File: src/rtl/pc_unit.sv
// pc_unit: program counter with BOOT/FETCH/EXEC sequencing, branch target computation and sticky alignment fault
package pc_unit_pkg;
  localparam logic [1:0] PC_OFFSETX_0   = 2'd0;
  localparam logic [1:0] PC_OFFSETX_2   = 2'd1;
  localparam logic [1:0] PC_OFFSETX_DIN = 2'd2;
  localparam logic [1:0] PC_BASEX_PC_A  = 2'd0;
  localparam logic [1:0] PC_BASEX_0     = 2'd1;
endpackage

module pc_unit
  import pc_unit_pkg::*;
#(
  parameter logic [15:0] RESET_VECTOR = 16'h0000
) (
  input  logic        clk,
  input  logic        resetn,
  input  logic [1:0]  pc_offsetx,
  input  logic [1:0]  pc_basex,
  input  logic [15:0] din,
  input  logic        pc_load,
  input  logic        stall,
  input  logic        fetch_ack,
  output logic        fetch_req,
  output logic [15:0] pc,
  output logic [15:0] pc_a,
  output logic [15:0] ret_addr,
  output logic        instr_valid,
  output logic        align_fault
);
  typedef enum logic [1:0] {BOOT, FETCH, EXEC} state_t;
  state_t state;
  logic [15:0] base, offset, target;
  logic load;
  // Branch target: unknown base codes fall back to PC_A, unknown offset codes mean +0
  always_comb begin
    base   = pc_basex == PC_BASEX_0 ? 16'h0000 : pc_a;
    offset = pc_offsetx == PC_OFFSETX_2 ? 16'd2 : pc_offsetx == PC_OFFSETX_DIN ? din : 16'h0000;
    target = base + offset;
    load   = state == EXEC && pc_load && !stall;
  end
  assign ret_addr    = pc_a + 16'd2;
  assign fetch_req   = state == FETCH;
  assign instr_valid = state == EXEC;
  // Sequencer state, fetch/exec addresses and the sticky odd-target flag
  always_ff @(posedge clk or negedge resetn) begin
    if (!resetn) begin
      state       <= BOOT;
      pc          <= RESET_VECTOR;
      pc_a        <= RESET_VECTOR;
      align_fault <= 1'b0;
    end else begin
      case (state)
        BOOT:  state <= FETCH;
        FETCH: if (fetch_ack) begin
          pc_a  <= pc;
          state <= EXEC;
        end
        EXEC:  if (load) begin
          pc    <= {target[15:1], 1'b0};
          state <= FETCH;
          if (target[0]) align_fault <= 1'b1;
        end
        default: state <= BOOT;
      endcase
    end
  end
endmodule

File: config.mk
export PLATFORM = sky130hd
export DESIGN_NAME = pc_unit
export DESIGN_NICKNAME = d
export VERILOG_FILES = /design/src/rtl/pc_unit.sv
export SDC_FILE = /design/constraint.sdc
export NUM_CORES = 1
export LEC_CHECK = 0
export CAP_MARGIN = 40
export CORE_MARGIN = 2
export CORE_UTILIZATION = 46
export DETAILED_ROUTE_END_ITERATION = 12
export MAX_ROUTING_LAYER = met4
export PLACE_DENSITY = 0.8
export SLEW_MARGIN = 20
export SYNTH_ARGS = -nofsm -noshare
export SYNTH_HDL_FRONTEND = slang
export SYNTH_SLANG_ARGS = --single-unit
File: constraint.sdc
create_clock -name clk -period 3.3 [get_ports clk]
set_clock_uncertainty 0.2 [all_clocks]
set_input_delay 0.66 -clock clk [delete_from_list [all_inputs] [get_ports clk]]
set_output_delay 0.66 -clock clk [all_outputs]
set_load 0.05 [all_outputs]
== Yosys cells after proc, flatten, opt, wreduce, memory -nomap -nowiden ==
Cells that the tools add are included.
Cells by class
  add/subtract/negate cells: 2
  multiply operators: 0
  bitwise operators: 0
  div/mod/pow operators: 0
  equal/unequal tests: 7
  reductions and logical operators: 8
  magnitude comparators: 0
  muxes and demuxes: 6
  shifts and indexed selects: 0
Operator list (count)
  $mux W16: 3
  $add A16 B16 Y16: 1
  $add A16 B2 Y16 const B: 1
  $eq A2 B1 Y1 const B: 3
  $pmux W2 S3: 1
  $reduce_and A2 Y1: 3
  $eq A2 B2 Y1 const B: 2
  $mux W2: 2
  $reduce_and A3 Y1: 1
  $logic_and A1 B1 Y1: 2
  $logic_not A2 Y1: 1
  $ne A2 B1 Y1 const B: 1
  $ne A2 B2 Y1 const B: 1
  $logic_not A1 Y1: 1
Word-level totals
  memories: 0
  register bits after elaboration: 33
  input bits: 25
  bits in latches: 0
  memory bits (read-only): 0
  bits in writable memories: 0

== Logic depth before layout (Yosys ltp) ==
  depth after elaboration: 5
  gate-level depth with buffers: 12
  gate-level depth less buffers: 11

== Worst setup path before layout ==
Ideal clock, no wire load.
  path kind: register -> output
  start: register pc_a[3]
  end: output ret_addr[11]
  arrival: 2.291 ns
  stages on the path, launching flop included: 6
  required time: 2.440 ns
  path buffers: 0
  slack: 0.149 ns
  cell sequence: dfrtp_1 -> and2_1 -> and4_1 -> and2_1 -> nand4_1 -> xnor2_1
Between the ends
  longest elaborated chain between the ends: 1
RTL lines
  from (decl): line 25  | output logic [15:0] pc_a,
  from (signal assigned): line 55  | pc_a <= pc;
  $add A16 B2 Y16: line 41  | assign ret_addr = pc_a + 16'd2;
  to (decl): line 26  | output logic [15:0] ret_addr,
No other way between the ends.

== Final worst setup path ==
  start: register pc_a[3]
  end: output ret_addr[8]
Same word-level chain as after synthesis.

==> key figures <==
Synthesis
  – Seq/Total Area, Yosys: a little over a third
  – Synth area leaders: dfrtp_1, and2_1, ha_1, mux2_2, xnor2_1
  – Most numerous cell in the Yosys netlist: dfrtp_1
  – Yosys top cell area share: a little over a third
  – Syn Inst Count: 247
  – Syn. warnings: 0
  – Synth cell types: 38
  – Prevailing post-synth register cell: dfrtp_1
  – Area leader, netlist: dfrtp_1
  – Top cells by count, synth: dfrtp_1, and2_1, nand2_1, xnor2_1, ha_1
  – EDFF count, synth: 0
  – Synthesized area: about 2300 um^2
  – Syn avg cell area: between 9 and 10 um^2
  – Synth async-reset ratio: 100%
  – Seq cells post-synth: 33

Floorplan
  – Initial core utilization: between 40% and 50%
  – Site Rows: 25
  – Die height: about 75 um
  – Core Footprint: 4790 um^2
  – IO Count: 76
  – Die area: around 5600 um^2
  – Die X: approximately 75 um

Finish
  – Layout cells sized above 1: between 10% and 20%
  – Nets: 387
  – Post-route core utilization: approximately 71%
  – Fillcell total: approximately 400
  – Layout area overhead: 46.5%
  – Ant. Diodes: 0

STA
  – RSZ-0062 raised after global routing: no
  – Final setup violation count: 0
  – Final Hold Vio Count: 0
  – Worst-Margin Slew: roughly 0.73 ns
  – Max-slew violations: 0
  – Worst rel slew slack: 50.9%
  – Period minus WS final: about 3.2 ns
  – Fmax: ~310 MHz
  – Worst hold slack: approximately 0.27 ns
  – Final worst setup slack: 0.125 ns
  – Final cycle utilization of the critical path: 96.2%

Worst setup path
  – Setup Crit Path Kind: register to output pin
  – Crit-path cells: and2_1 -> and4_1 -> nand3_1 -> xnor2_1 -> clkdlybuf4s50_1
  – Worst Path Arrival: between 2 and 2.5 ns
  – Crit end category: output pin
  – Startpoint types: register
  – Max incr delay on CP: a little over 0.8 ns
  – Crit path max-delay family: buffers and inverters
  – Crit-path max FO: 6
  – Critical path required time: roughly 2.4 ns
  – CP bufs+invs: 1
  – Crit-path slowest cell: clkdlybuf4s50_1

Clocking
  – TritonCTS buffer count: 5
  – CTS root buf: clkbuf_8
  – # H-tree levels: 2
  – Clk slew on worst S/H paths: roughly 0.070 ns
  – Worst skew pair latency: 0.29 ns
  – Total clock sinks: 33
  – TritonCTS clock tree: yes
  – Longest Clk Path Bufs: 2

Global route
  – Vias in the first global route: 1993
  – Global-route wire length before repair: approximately 9900 um
  – All-Layer GR Usage: between 20% and 30%
  – Total gr overflow: 0
  – Initial antenna violation count: 0
  – Largest net degree at the start of global routing: 34

Drt
  – DR vias: between 2000 and 2500
  – Drc violations: 0
  – Routed WL: 6030 um
  – Routed len/inst: ~15 um
  – Drt initial violations: 84
  – Number of detailed-route iterations in the first pass: 4
  – Final ANT Viol Nets: 0
  – Vias per Instance: a little over 5

Power and ir drop
  – Worst vdd ir: approximately 0.57 mV
  – Leak: between 0.0015 and 0.002 uW
  – Pwr Density: 1010 nW/um^2

Worst hold path
  – Hold WC Path Type: register to register

Placement
  – # port buffers: between 70 and 80
  – Routability cong.: approximately 0.91
  – Setup WS pre-CTS: -0.187 ns
  – DP HPWL: 4680 um

Status
  – Run status: completed

Job
  – Max Cap Viol: 0
==> logic make-up after synthesis <==
| kind of cell | synth area share (%) |
|---|---|
| AOI/OAI and AO/OA | 12.7 |
| xor gates and xnor gates | 10.2 |
| adders and majority gates | 8.95 |
| buffers and inverters | 3.45 |
| DFF | 35.6 |
| muxes | 8.25 |
| other | 0.162 |
| and+or+nand+nor | 20.7 |
==> cell usage in the layout, fill, tap and decap left out, drive strengths merged <==
| cell | Yosys | routed |
|---|---|---|
| a21o | 3 | 3 |
| a21oi | 10 | 10 |
| a221o | 1 | 1 |
| a221oi | 2 | 2 |
| a311o | 1 | 1 |
| a31oi | 3 | 3 |
| a41o | 1 | 1 |
| and2 | 32 | 32 |
| and3 | 2 | 2 |
| and4 | 3 | 3 |
| buf | 5 | 33 |
| bufinv | 0 | 1 |
| clkbuf | 4 | 7 |
| clkdlybuf4s50 | 0 | 65 |
| conb | 1 | 3 |
| dfrtp | 33 | 33 |
| dlymetal6s2s | 0 | 1 |
| fa | 1 | 1 |
| ha | 15 | 15 |
| inv | 7 | 7 |
| mux2 | 17 | 17 |
| nand2 | 30 | 30 |
| nand2b | 1 | 1 |
| nand3 | 8 | 8 |
| nand4 | 5 | 5 |
| nor2 | 5 | 5 |
| nor2b | 5 | 5 |
| o211a | 1 | 1 |
| o21ai | 19 | 19 |
| o221ai | 1 | 1 |
| o22ai | 2 | 2 |
| o31ai | 2 | 2 |
| xnor2 | 18 | 18 |
| xor2 | 9 | 9 |
==> routing by layer <==
layer	vias to the layer above	routed length [um]	track usage (%)
met1	981	2920	34.2
met4	0	69	5.36
met5	-	0	-
li1	1059	-	-
met2	48	2840	37.4
met3	6	200	3.35
==> cell type report <==
cell class | count | area (um^2) | share of cell area (%)
Multi-Input combinational cell | 200 | 1420 | 41.9
Clock buffer | 7 | 86.3 | 2.54
Clock inverter | 1 | 30.0 | 0.883
Tap cell | 67 | 83.8 | 2.47
Sequential cell | 33 | 826 | 24.3
Inverter | 7 | 26.3 | 0.773
Timing Repair Buffer | 99 | 923 | 27.2
==> where the power goes <==
group,internal (uW),total [uW],switching (uW)
registers,585,815,230
logic,817,2220,1400
clock network,246,402,156
total,1650,3430,1790
==> metrics by stage <==
step           TNS, ns  area (um^2)  std cells  power [uW]
2_1_floorplan        0         2330        249        2240
3_3_place_gp    -0.548         3280        406        3000
3_5_place_dp    -0.918         3280        406        3040
4_1_cts              0         3390        414        3440
5_1_grt              0         3400        414        3610
6_report             0         3400        414        3430
==> flip-flops by register name, indices dropped and copies added (netlist names) <==
name         count
pc              15
pc_a            15
state            2
align_fault      1
==> repair_timing <==
item | CTS | global route
setup buffers | 0 | 0
resized for setup | 0 | 2
endpoints found under the setup margin | 0 | 5
hold buffers | 0 | 0
==> path summary, 6_finish.rpt <==
kind | from | to | slack (ns) | cells past startpoint
min in group asynchronous | resetn | pc_a[7]$_DFFE_PN0P_ | 0.58 | 2
min | align_fault$_DFFE_PN0P_ | align_fault$_DFFE_PN0P_ | 0.27 | 1
max in group asynchronous | resetn | pc_a[9]$_DFFE_PN0P_ | 2.02 | 2
max reg2reg | pc_a[1]$_DFFE_PN0P_ | pc[15]$_DFFE_PN0P_ | 0.72 | 9
min reg2reg | align_fault$_DFFE_PN0P_ | align_fault$_DFFE_PN0P_ | 0.27 | 1
max | pc_a[3]$_DFFE_PN0P_ | ret_addr[8] | 0.12 | 5
(Power assumes the default switching activity.)
